File: src/rtl/conv_layer_sched_if.sv
// Descriptor push channel between the host and the layer scheduler.
// A descriptor transfers on a rising clk edge where desc_valid && desc_ready; the host holds the fields stable while desc_valid is high and desc_ready is low.
interface conv_layer_sched_if #(
  parameter int CHN_WIDTH = 4,
  parameter int FMS_WIDTH = 8
);
  logic                 desc_valid;
  logic                 desc_ready;
  logic [CHN_WIDTH-1:0] desc_ci;
  logic [CHN_WIDTH-1:0] desc_co;
  logic                 desc_stride;
  logic                 desc_group;
  logic [FMS_WIDTH-1:0] desc_ifm_size;

  modport master (
    output desc_valid, desc_ci, desc_co, desc_stride, desc_group, desc_ifm_size,
    input  desc_ready
  );

  modport slave (
    input  desc_valid, desc_ci, desc_co, desc_stride, desc_group, desc_ifm_size,
    output desc_ready
  );
endinterface

File: src/rtl/conv_layer_sched.sv
// Layer scheduler: queues layer descriptors and launches them one at a time on the
// conv2d_3x3 engine, with a completion counter and a sticky watchdog error.
module conv_layer_sched #(
  parameter int CHN_WIDTH = 4,
  parameter int FMS_WIDTH = 8,
  parameter int DEPTH     = 4,
  parameter int TMO_WIDTH = 16
) (
  input  logic                   clk,
  input  logic                   rstn,
  input  logic                   sched_en,
  conv_layer_sched_if.slave      desc,
  input  logic [TMO_WIDTH-1:0]   tmo_limit,
  input  logic                   err_clr,
  output logic                   start_conv,
  output logic [CHN_WIDTH-1:0]   cfg_ci,
  output logic [CHN_WIDTH-1:0]   cfg_co,
  output logic                   cfg_stride,
  output logic                   cfg_group,
  output logic [FMS_WIDTH-1:0]   cfg_ifm_size,
  input  logic                   conv_done,
  output logic                   busy,
  output logic                   layer_done,
  output logic [7:0]             layer_cnt,
  output logic [$clog2(DEPTH):0] fifo_cnt,
  output logic                   tmo_err,
  output logic [1:0]             o_dbg_state
);
  localparam int AW = $clog2(DEPTH);
  localparam int DW = 2 * CHN_WIDTH + 2 + FMS_WIDTH;
  localparam logic [AW:0] FULL_CNT = (AW + 1)'(DEPTH);

  typedef enum logic [1:0] {
    S_IDLE   = 2'd0,
    S_LAUNCH = 2'd1,
    S_RUN    = 2'd2,
    S_GAP    = 2'd3
  } state_t;

  state_t               r_state;
  state_t               w_state_next;
  logic [DW-1:0]        r_mem [DEPTH];
  logic [AW-1:0]        r_wr_ptr;
  logic [AW-1:0]        r_rd_ptr;
  logic [AW:0]          r_cnt;
  logic [DW-1:0]        r_cfg;
  logic [TMO_WIDTH-1:0] r_wdt;
  logic [TMO_WIDTH-1:0] w_wdt_inc;
  logic [7:0]           r_layer_cnt;
  logic                 r_tmo_err;
  logic                 w_push;
  logic                 w_pop;
  logic                 w_expire;
  logic                 w_done_run;

  assign desc.desc_ready = (r_cnt != FULL_CNT);
  assign w_push     = desc.desc_valid && desc.desc_ready;
  assign w_pop      = (r_state == S_IDLE) && sched_en && (r_cnt != '0) && !r_tmo_err;
  assign w_done_run = (r_state == S_RUN) && conv_done;

  // w_wdt_inc counts the current RUN cycle, so expiry lands tmo_limit+1 cycles after the launch edge.
  assign w_wdt_inc = r_wdt + TMO_WIDTH'(1);
  assign w_expire  = (r_state == S_RUN) && (tmo_limit != '0) && (w_wdt_inc == tmo_limit);

  always_comb begin
    w_state_next = r_state;
    case (r_state)
      S_IDLE:   if (w_pop) w_state_next = S_LAUNCH;
      S_LAUNCH: w_state_next = S_RUN;
      S_RUN: begin
        if (conv_done)     w_state_next = S_GAP;
        else if (w_expire) w_state_next = S_IDLE;
      end
      S_GAP:    w_state_next = S_IDLE;
      default:  w_state_next = S_IDLE;
    endcase
  end

  always_ff @(posedge clk or negedge rstn) begin
    if (!rstn) r_state <= S_IDLE;
    else       r_state <= w_state_next;
  end

  // Storage needs no reset: pointers and count define which entries are valid.
  always_ff @(posedge clk) begin
    if (w_push)
      r_mem[r_wr_ptr] <= {desc.desc_ci, desc.desc_co, desc.desc_stride,
                          desc.desc_group, desc.desc_ifm_size};
  end

  always_ff @(posedge clk or negedge rstn) begin
    if (!rstn) begin
      r_wr_ptr    <= '0;
      r_rd_ptr    <= '0;
      r_cnt       <= '0;
      r_cfg       <= '0;
      r_wdt       <= '0;
      r_layer_cnt <= '0;
      r_tmo_err   <= 1'b0;
    end else begin
      if (w_push) r_wr_ptr <= r_wr_ptr + AW'(1);
      if (w_pop) begin
        r_rd_ptr <= r_rd_ptr + AW'(1);
        r_cfg    <= r_mem[r_rd_ptr];
      end
      case ({w_push, w_pop})
        2'b10:   r_cnt <= r_cnt + (AW + 1)'(1);
        2'b01:   r_cnt <= r_cnt - (AW + 1)'(1);
        default: r_cnt <= r_cnt;
      endcase
      if (r_state == S_LAUNCH)   r_wdt <= '0;
      else if (r_state == S_RUN) r_wdt <= w_wdt_inc;
      if (w_done_run) r_layer_cnt <= r_layer_cnt + 8'd1;
      // A completing layer beats a coincident expiry; a new expiry beats err_clr.
      if (w_expire && !conv_done) r_tmo_err <= 1'b1;
      else if (err_clr)           r_tmo_err <= 1'b0;
    end
  end

  assign start_conv   = (r_state == S_LAUNCH);
  assign busy         = (r_state == S_LAUNCH) || (r_state == S_RUN);
  assign layer_done   = (r_state == S_GAP);
  assign layer_cnt    = r_layer_cnt;
  assign fifo_cnt     = r_cnt;
  assign tmo_err      = r_tmo_err;
  assign o_dbg_state  = r_state;
  assign cfg_ci       = r_cfg[DW-1 -: CHN_WIDTH];
  assign cfg_co       = r_cfg[DW-1-CHN_WIDTH -: CHN_WIDTH];
  assign cfg_stride   = r_cfg[FMS_WIDTH+1];
  assign cfg_group    = r_cfg[FMS_WIDTH];
  assign cfg_ifm_size = r_cfg[FMS_WIDTH-1:0];
endmodule

File: src/flat_wrapper.sv
// flat-port wrapper written by rule: the top's interface ports become plain ports
module conv_layer_sched_flat 
#(
  parameter int CHN_WIDTH = 4,
  parameter int FMS_WIDTH = 8,
  parameter int DEPTH     = 4,
  parameter int TMO_WIDTH = 16
)
  (clk, rstn, sched_en, tmo_limit, err_clr, start_conv, cfg_ci, cfg_co, cfg_stride, cfg_group, cfg_ifm_size, conv_done, busy, layer_done, layer_cnt, fifo_cnt, tmo_err, o_dbg_state, desc_desc_valid, desc_desc_ci, desc_desc_co, desc_desc_stride, desc_desc_group, desc_desc_ifm_size, desc_desc_ready);
  conv_layer_sched_if #(.CHN_WIDTH(CHN_WIDTH), .FMS_WIDTH(FMS_WIDTH)) desc_i ();
  input  logic clk;
  input  logic rstn;
  input  logic sched_en;
  input  logic [TMO_WIDTH-1:0] tmo_limit;
  input  logic err_clr;
  output logic start_conv;
  output logic [CHN_WIDTH-1:0] cfg_ci;
  output logic [CHN_WIDTH-1:0] cfg_co;
  output logic cfg_stride;
  output logic cfg_group;
  output logic [FMS_WIDTH-1:0] cfg_ifm_size;
  input  logic conv_done;
  output logic busy;
  output logic layer_done;
  output logic [7:0] layer_cnt;
  output logic [$clog2(DEPTH):0] fifo_cnt;
  output logic tmo_err;
  output logic [1:0] o_dbg_state;
  input wire logic [$bits(desc_i.desc_valid)-1:0] desc_desc_valid;
  input wire logic [$bits(desc_i.desc_ci)-1:0] desc_desc_ci;
  input wire logic [$bits(desc_i.desc_co)-1:0] desc_desc_co;
  input wire logic [$bits(desc_i.desc_stride)-1:0] desc_desc_stride;
  input wire logic [$bits(desc_i.desc_group)-1:0] desc_desc_group;
  input wire logic [$bits(desc_i.desc_ifm_size)-1:0] desc_desc_ifm_size;
  output wire logic [$bits(desc_i.desc_ready)-1:0] desc_desc_ready;
  assign desc_i.desc_valid = desc_desc_valid;
  assign desc_i.desc_ci = desc_desc_ci;
  assign desc_i.desc_co = desc_desc_co;
  assign desc_i.desc_stride = desc_desc_stride;
  assign desc_i.desc_group = desc_desc_group;
  assign desc_i.desc_ifm_size = desc_desc_ifm_size;
  assign desc_desc_ready = desc_i.desc_ready;
  conv_layer_sched #(.CHN_WIDTH(CHN_WIDTH), .FMS_WIDTH(FMS_WIDTH), .DEPTH(DEPTH), .TMO_WIDTH(TMO_WIDTH)) u_core (.clk(clk), .rstn(rstn), .sched_en(sched_en), .desc(desc_i), .tmo_limit(tmo_limit), .err_clr(err_clr), .start_conv(start_conv), .cfg_ci(cfg_ci), .cfg_co(cfg_co), .cfg_stride(cfg_stride), .cfg_group(cfg_group), .cfg_ifm_size(cfg_ifm_size), .conv_done(conv_done), .busy(busy), .layer_done(layer_done), .layer_cnt(layer_cnt), .fifo_cnt(fifo_cnt), .tmo_err(tmo_err), .o_dbg_state(o_dbg_state));
endmodule
File: config.mk
export PLATFORM = sky130hd
export DESIGN_NAME = conv_layer_sched_flat
export DESIGN_NICKNAME = d
export VERILOG_FILES = /design/src/rtl/conv_layer_sched_if.sv /design/src/rtl/conv_layer_sched.sv /design/src/flat_wrapper.sv
export SDC_FILE = /design/constraint.sdc
export NUM_CORES = 1
export LEC_CHECK = 0
export CORE_AREA = 2 2 125 91
export DETAILED_ROUTE_END_ITERATION = 8
export DIE_AREA = 0 0 127 93
export PLACE_DENSITY_LB_ADDON = 0.2
export SETUP_SLACK_MARGIN = 0.1
export SYNTH_ARGS = -nofsm -noshare
export SYNTH_HDL_FRONTEND = slang
export SYNTH_SLANG_ARGS = --single-unit
File: constraint.sdc
create_clock -name clk -period 2.8 [get_ports clk]
set_input_delay 0.84 -clock clk [delete_from_list [all_inputs] [get_ports clk]]
set_output_delay 0.84 -clock clk [all_outputs]
set_load 0.005 [all_outputs]
==> results.yml, run 1 <==
hold_path:
  hold_class: "reg2reg"
  holdPathStages: 1
  hold_start: "u_core.layer_cnt[7]$_DFFE_PN0P_"
detailed_routing:
  dr_wl_met2_um: 5500
  avgViaCountPerCell: 5.69
  wl_um: 11900
  post_drt_wl_per_cell_um: 18.2
  first_pass_iters: 4
  vias: 3728
  route.met3.wl_um: 775
  drc: 0
  highest_layer: "met4"
  first_iter_violations: 313
  ant_nets: 0
  drt-met1-wl_um: 5470
die:
  start_util_pct: 53.6
  die-area_um2: 11800
  rows: 32
  die_h_um: 93
  core_region_area_um2: 10700
  die_w_um: 127
  pin_count: 76
worst_setup_path:
  reg2reg_depth: 8
  crit_arrival_ns: 1.77
  crit_type: "reg2out"
  end_kind: "output pin"
  worstPathMaxFanout: 7
  start_kind: "flip-flop"
  cp.required_ns: 1.96
  timing.critical_path.from: "u_core.o_dbg_state[0]$_DFFE_PN0P_"
  r2r-start: "u_core.r_wdt[2]$_DFFE_PN0P_"
logic_synthesis:
  muxShareOfSynthArea_pct: 11.4
  avgSynthCellArea_um2: 14.4
  synth_compound_area_share_pct: 6.64
  syn_area_um2: 5710
  synth_nets: 450
  synth_top_family_by_area: "multiplexers"
  ys_warn_count: 0
  synthCells: 397
  synth-simple-area-share_pct: 10.2
  yosysUniqueCellTypes: 55
  synth_ff_type: "edfxtp_1"
  yosysSeqAreaShare_pct: 60.7
  post_synth_fa_ha_maj_area_fraction_pct: 2.98
  synth_async_sr_flop_share_pct: 41.9
  synth_xor_area_share_pct: 5.22
  synth_seq_cells: 124
  synth_edf_count: 72
layout:
  final_core_util_pct: 69.6
  diodes: 0
  final_common_cell: "edfxtp_1"
  seq_area_um2: 3470
  drive_gt1_share_pct: 24.5
  layout.nets: 559
  multiInputGateArea_um2: 2130
  final_cell_mix: "edfxtp_1, clkdlybuf4s50_1, dfrtp_1, buf_4, xnor2_1"
  fill_cells: 729
  syn_to_final_growth_pct: 30.0
timing:
  grt_setup_unrepaired: "true"
  setup_viol: 0
  max_freq_mhz: 383
  worst-slew-pin-transition_ns: 0.702
  holdWs_ns: 0.468
  drv_slew: 0
  final.min_clock_period_ns: 2.61
  finalClockSkew_ns: 0.00938
  fin_setup_tns_ns: 0
  fin_crit_sh_pct: 93.3
  hold_viol: 0
  max_slew_margin_pct: 53.2
cts:
  tritoncts: "done"
  numCtsBuffers: 17
  cts_htree_levels: 4
  postCtsHoldBufs: 0
  clockBufferDepth: 2
  cts_root_buf: "clkbuf_16"
  clkSinkCount: 124
  clkSlewWorstSetupHoldPaths_ns: 0.06
  clk_latency_ns: 0.40
placed_design:
  place_hpwl_um: 8070
  port_buffers: 75
  gp_congestion: 0.942
status:
  status: "completed"
power:
  p_sw_share_pct: 30.2
  seq_power_share_pct: 37.1
  clockPowerShare_pct: 28.7
  p_int_uw: 5100
  p_per_area_nw_per_um2: 985
  power.switching_uw: 2200
  p_comb_share_pct: 34.2
  peakVddDrop_v: 0.000783
  leakage_uw: 0.00283
global_route:
  grt_pass1_wl_um: 19500
  grtUsageTotal_pct: 21.9
  grt_max_degree: 53
  first_global_vias: 3738
  grt.overflow.total: 0
  antenna_found_initial: 0
run:
  maxCapViolations: 0
-- kinds of logic after synthesis --
group | after synthesis
buffers and inverters | 35
xor gates and xnor gates | 34
adders and majority gates | 13
DFF | 124
AOI/OAI and AO/OA | 55
muxes | 40
and+or+nand+nor | 96
-- cell type report --
class / instances / share of cell area, %
multi-input cells: 238 / 28.7
clock buffers: 18 / 5.79
flip-flops and latches: 124 / 46.8
well taps: 136 / 2.29
clock inverters: 14 / 1.99
repair buffers: 110 / 13.7
inverters: 15 / 0.759
-- cell usage after synthesis, types with 8 or more instances --
| cell type | instances | area [um2] |
|---|---|---|
| nand3_1 | 14 | 70.1 |
| o21ai_0 | 17 | 85.1 |
| xnor2_1 | 20 | 175 |
| mux4_2 | 18 | 405 |
| clkbuf_1 | 8 | 30.0 |
| and3_1 | 9 | 56.3 |
| xor2_1 | 14 | 123 |
| nor3_1 | 9 | 45.0 |
| inv_1 | 15 | 56.3 |
| dfrtp_1 | 52 | 1300 |
| mux2_2 | 19 | 214 |
| ha_1 | 12 | 150 |
| nand2_1 | 19 | 71.3 |
| edfxtp_1 | 72 | 2160 |
| a21oi_1 | 8 | 40.0 |
-- per-stage QoR --
| stage | cells | cell area (um2) | setup slack (ns) | power, uW |
|---|---|---|---|---|
| finish | 655 | 7420 | 0.188 | 7300 |
| global route | 655 | 7420 | 0.0846 | 7730 |
| CTS | 650 | 7320 | 0.105 | 7330 |
| global placement | 618 | 6740 | -0.332 | 5120 |
| detailed placement | 618 | 6740 | -0.368 | 5200 |
| floorplan | 397 | 5710 | 0.135 | 4100 |
-- metal layers --
layer  vias to the layer above  GRT usage (%)
li1                       1736              -
met1                      1855           31.1
met2                       122           32.9
met3                        15           6.18
met4                         0           7.14
met5                         -              0
-- worst paths after layout --
check                                                    endpoint  slack (ns)
max in group asynchronous             u_core.r_wdt[6]$_DFFE_PN0P_        1.71
worst min-delay path              u_core.layer_cnt[7]$_DFFE_PN0P_        0.47
worst max-delay path                                         busy        0.19
worst min register to register    u_core.layer_cnt[7]$_DFFE_PN0P_        0.47
min in group asynchronous             u_core.r_cfg[2]$_DFFE_PN0P_        0.56
worst max register to register  u_core.o_dbg_state[1]$_DFFE_PN0P_        0.26
-- power by group through the flow --
stage	Sequential (uW)	Combinational (uW)	Clock [uW]
final	2710	2500	2100
after global routing	2770	2740	2220
after CTS	2720	2470	2140
after detailed placement	2750	2450	0
after global placement	2720	2390	0
after floorplan	2670	1430	0
-- worst max-delay path, cell delays in order, from the launching register on --
cell             delay, ns
dfrtp_2               0.42
inv_1                 0.10
ha_1                  0.34
clkdlybuf4s50_1       0.51
-- state kept, by name, indices dropped and copies added (netlist names) --
register	count
u_core.r_wdt	16
u_core.fifo_cnt	3
u_core.r_wr_ptr	2
u_core.r_mem	72
u_core.r_cfg	18
u_core.tmo_err	1
u_core.o_dbg_state	2
u_core.layer_cnt	8
u_core.r_rd_ptr	2
-- what timing repair did --
item,4_1_cts,5_1_grt
gates resized for setup,1,14
endpoints found under the setup margin,2,3
buffers inserted,0,5
pin swaps,1,7
Note: power is estimated with default switching activity, not from simulation.
==> run 2, diff against run 1 <==
Settings changed: CORE_AREA 2 2 125 91 to 2 2 120 87, DIE_AREA 0 0 127 93 to 0 0 122 89, DONT_BUFFER_PORTS from default to 1.
==> results.yml, run 2 (synthesis gave the netlist of run 1 again) <==
layout:
  final_common_cell: "edfxtp_1"
  diodes: 0
  syn_to_final_growth_pct: 14.6
  final_cell_mix: "edfxtp_1, dfrtp_1, xnor2_1, nand2_1, mux2_2"
  reg_top3: "u_core.r_mem x72, u_core.r_cfg x18, u_core.r_wdt x16"
  layout.nets: 467
  regMostFlops: "u_core.r_mem"
  drive_gt1_share_pct: 24.8
  fill_cells: 654
  fin_cells: 555
  largest_reg_flops: 72
worst_setup_path:
  cp.required_ns: 3.09
  crit_arrival_ns: 2.83
  critical_path.endpoint: "u_core.o_dbg_state[1]$_DFFE_PN0P_"
  reg2reg_depth: 8
  timing.critical_path.from: "u_core.r_wdt[0]$_DFFE_PN0P_"
  worstPathMaxFanout: 7
  rrSetupSlack_ns: 0.26
  r2r-start: "u_core.r_wdt[0]$_DFFE_PN0P_"
  start_kind: "flip-flop"
  crit_type: "reg2reg"
  timing.rr.end: "u_core.o_dbg_state[1]$_DFFE_PN0P_"
  end_kind: "flip-flop"
detailed_routing:
  route.met3.wl_um: 932
  vias: 3450
  highest_layer: "met4"
  post_drt_wl_per_cell_um: 21.0
  wl_um: 11700
  ant_nets: 0
  avgViaCountPerCell: 6.22
  drt-met1-wl_um: 5280
  first_pass_iters: 4
  drc: 0
  first_iter_violations: 444
  dr_wl_met2_um: 5320
cts:
  tritoncts: "done"
  clockBufferDepth: 2
  postCtsHoldBufs: 0
  numCtsBuffers: 17
  cts_root_buf: "clkbuf_16"
  cts_htree_levels: 4
  clkSinkCount: 124
  clkSlewWorstSetupHoldPaths_ns: 0.06
  clk_latency_ns: 0.40
timing:
  final.min_clock_period_ns: 2.54
  layout_setup_ws_ns: 0.260
  finalClockSkew_ns: 0.0106
  setup_viol: 0
  holdWs_ns: 0.128
  max_freq_mhz: 394
  max_slew_margin_pct: 60.4
  hold_viol: 0
  worst-slew-pin-transition_ns: 0.589
  fin_setup_tns_ns: 0
  grt_setup_unrepaired: "false"
  fin_crit_sh_pct: 90.7
  drv_slew: 0
die:
  rows: 30
  die_h_um: 89
  die-area_um2: 10900
  pin_count: 76
  start_util_pct: 59.6
  core_region_area_um2: 9570
  die_w_um: 122
power:
  clockPowerShare_pct: 31.7
  p_comb_share_pct: 28.0
  seq_power_share_pct: 40.3
  power.switching_uw: 2150
  p_per_area_nw_per_um2: 1050
  p_sw_share_pct: 31.2
  peakVddDrop_v: 0.000606
  leakage_uw: 0.00244
  p_int_uw: 4740
global_route:
  grt_max_degree: 53
  grt.overflow.total: 0
  grtUsageTotal_pct: 23.2
  first_global_vias: 3406
  grt_pass1_wl_um: 18400
  antenna_found_initial: 0
status:
  status: "completed"
placed_design:
  dp_cells: 522
  place_hpwl_um: 7730
  dp_slack_ns: 0.145
  port_buffers: 0
  gp_congestion: 0.946
run:
  maxCapViolations: 0
hold_path:
  hold_class: "in2async"
==> run 2: cell types whose count changed in the layout (fill, tap and decap cells not counted), moves of 3 or more <==
cell / change
clkdlybuf4s50_1: -71
clkinvlp_4: -4
dlymetal6s2s_1: -3
buf_4: -18
inv_6: +3
==> run 2: timing repair <==
item / 4_1_cts / 5_1_grt
resized for setup: 0 / 10
buffers inserted: 0 / 1
endpoints found under the setup margin: 0 / 3
==> run 2: metrics by stage <==
stage          util, %  instance area, um2  power, uW
3_3_place_gp      61.7                5900       4630
2_1_floorplan        -                5710       4100
3_5_place_dp      61.7                5900       4700
4_1_cts           67.9                6500       6910
5_1_grt           68.3                6540       7260
6_report          68.3                6540       6900
==> run 2: layout make-up <==
type	count	area, um2	area share [%]
inverters	15	56.3	0.861
clock buffers	18	429	6.56
clock inverters	14	166	2.54
multi-input cells	238	2110	32.3
repair buffers	18	148	2.26
well taps	128	160	2.45
flip-flops and latches	124	3470	53.1
==> run 2: how the worst min path moves through the flow <==
stage,endpoint,cells after the start
after floorplan,u_core.layer_cnt[7]$_DFFE_PN0P_,1
after global placement,u_core.layer_cnt[7]$_DFFE_PN0P_,1
after detailed placement,u_core.layer_cnt[7]$_DFFE_PN0P_,1
after CTS,u_core.r_cfg[14]$_DFFE_PN0P_,0
after global routing,u_core.r_cfg[8]$_DFFE_PN0P_,0
final,u_core.r_cfg[8]$_DFFE_PN0P_,0
==> run 2: routing by layer <==
layer | up-vias | global-route usage [%]
li1 | 1553 | -
met1 | 1727 | 33.3
met2 | 156 | 33.8
met3 | 14 | 7.33
met4 | 0 | 8.05
met5 | - | 0
==> run 2: power by group through the flow <==
stage                     clock, uW  combinational (uW)  sequential [uW]
after floorplan                   0                1430             2670
after detailed placement          0                1890             2810
after global routing           2320                2100             2840
after global placement            0                1850             2780
after CTS                      2220                1920             2780
final                          2190                1930             2780
==> run 2: worst max-delay path, cell delays in order (launching register included) <==
cell and delay, ns:
dfrtp_1 0.40, buf_4 0.19, nand4_2 0.17, or3_1 0.41, a211oi_2 0.25, nand4_1 0.19, a2111oi_4 0.49, mux2i_1 0.27
nor3_2 0.05
==> run 3, diff against run 2 <==
Settings changed: SLEW_MARGIN from default to 25.
==> results of run 3 <==
Same layout as run 2: the final DEF is identical, and so are final timing and power.
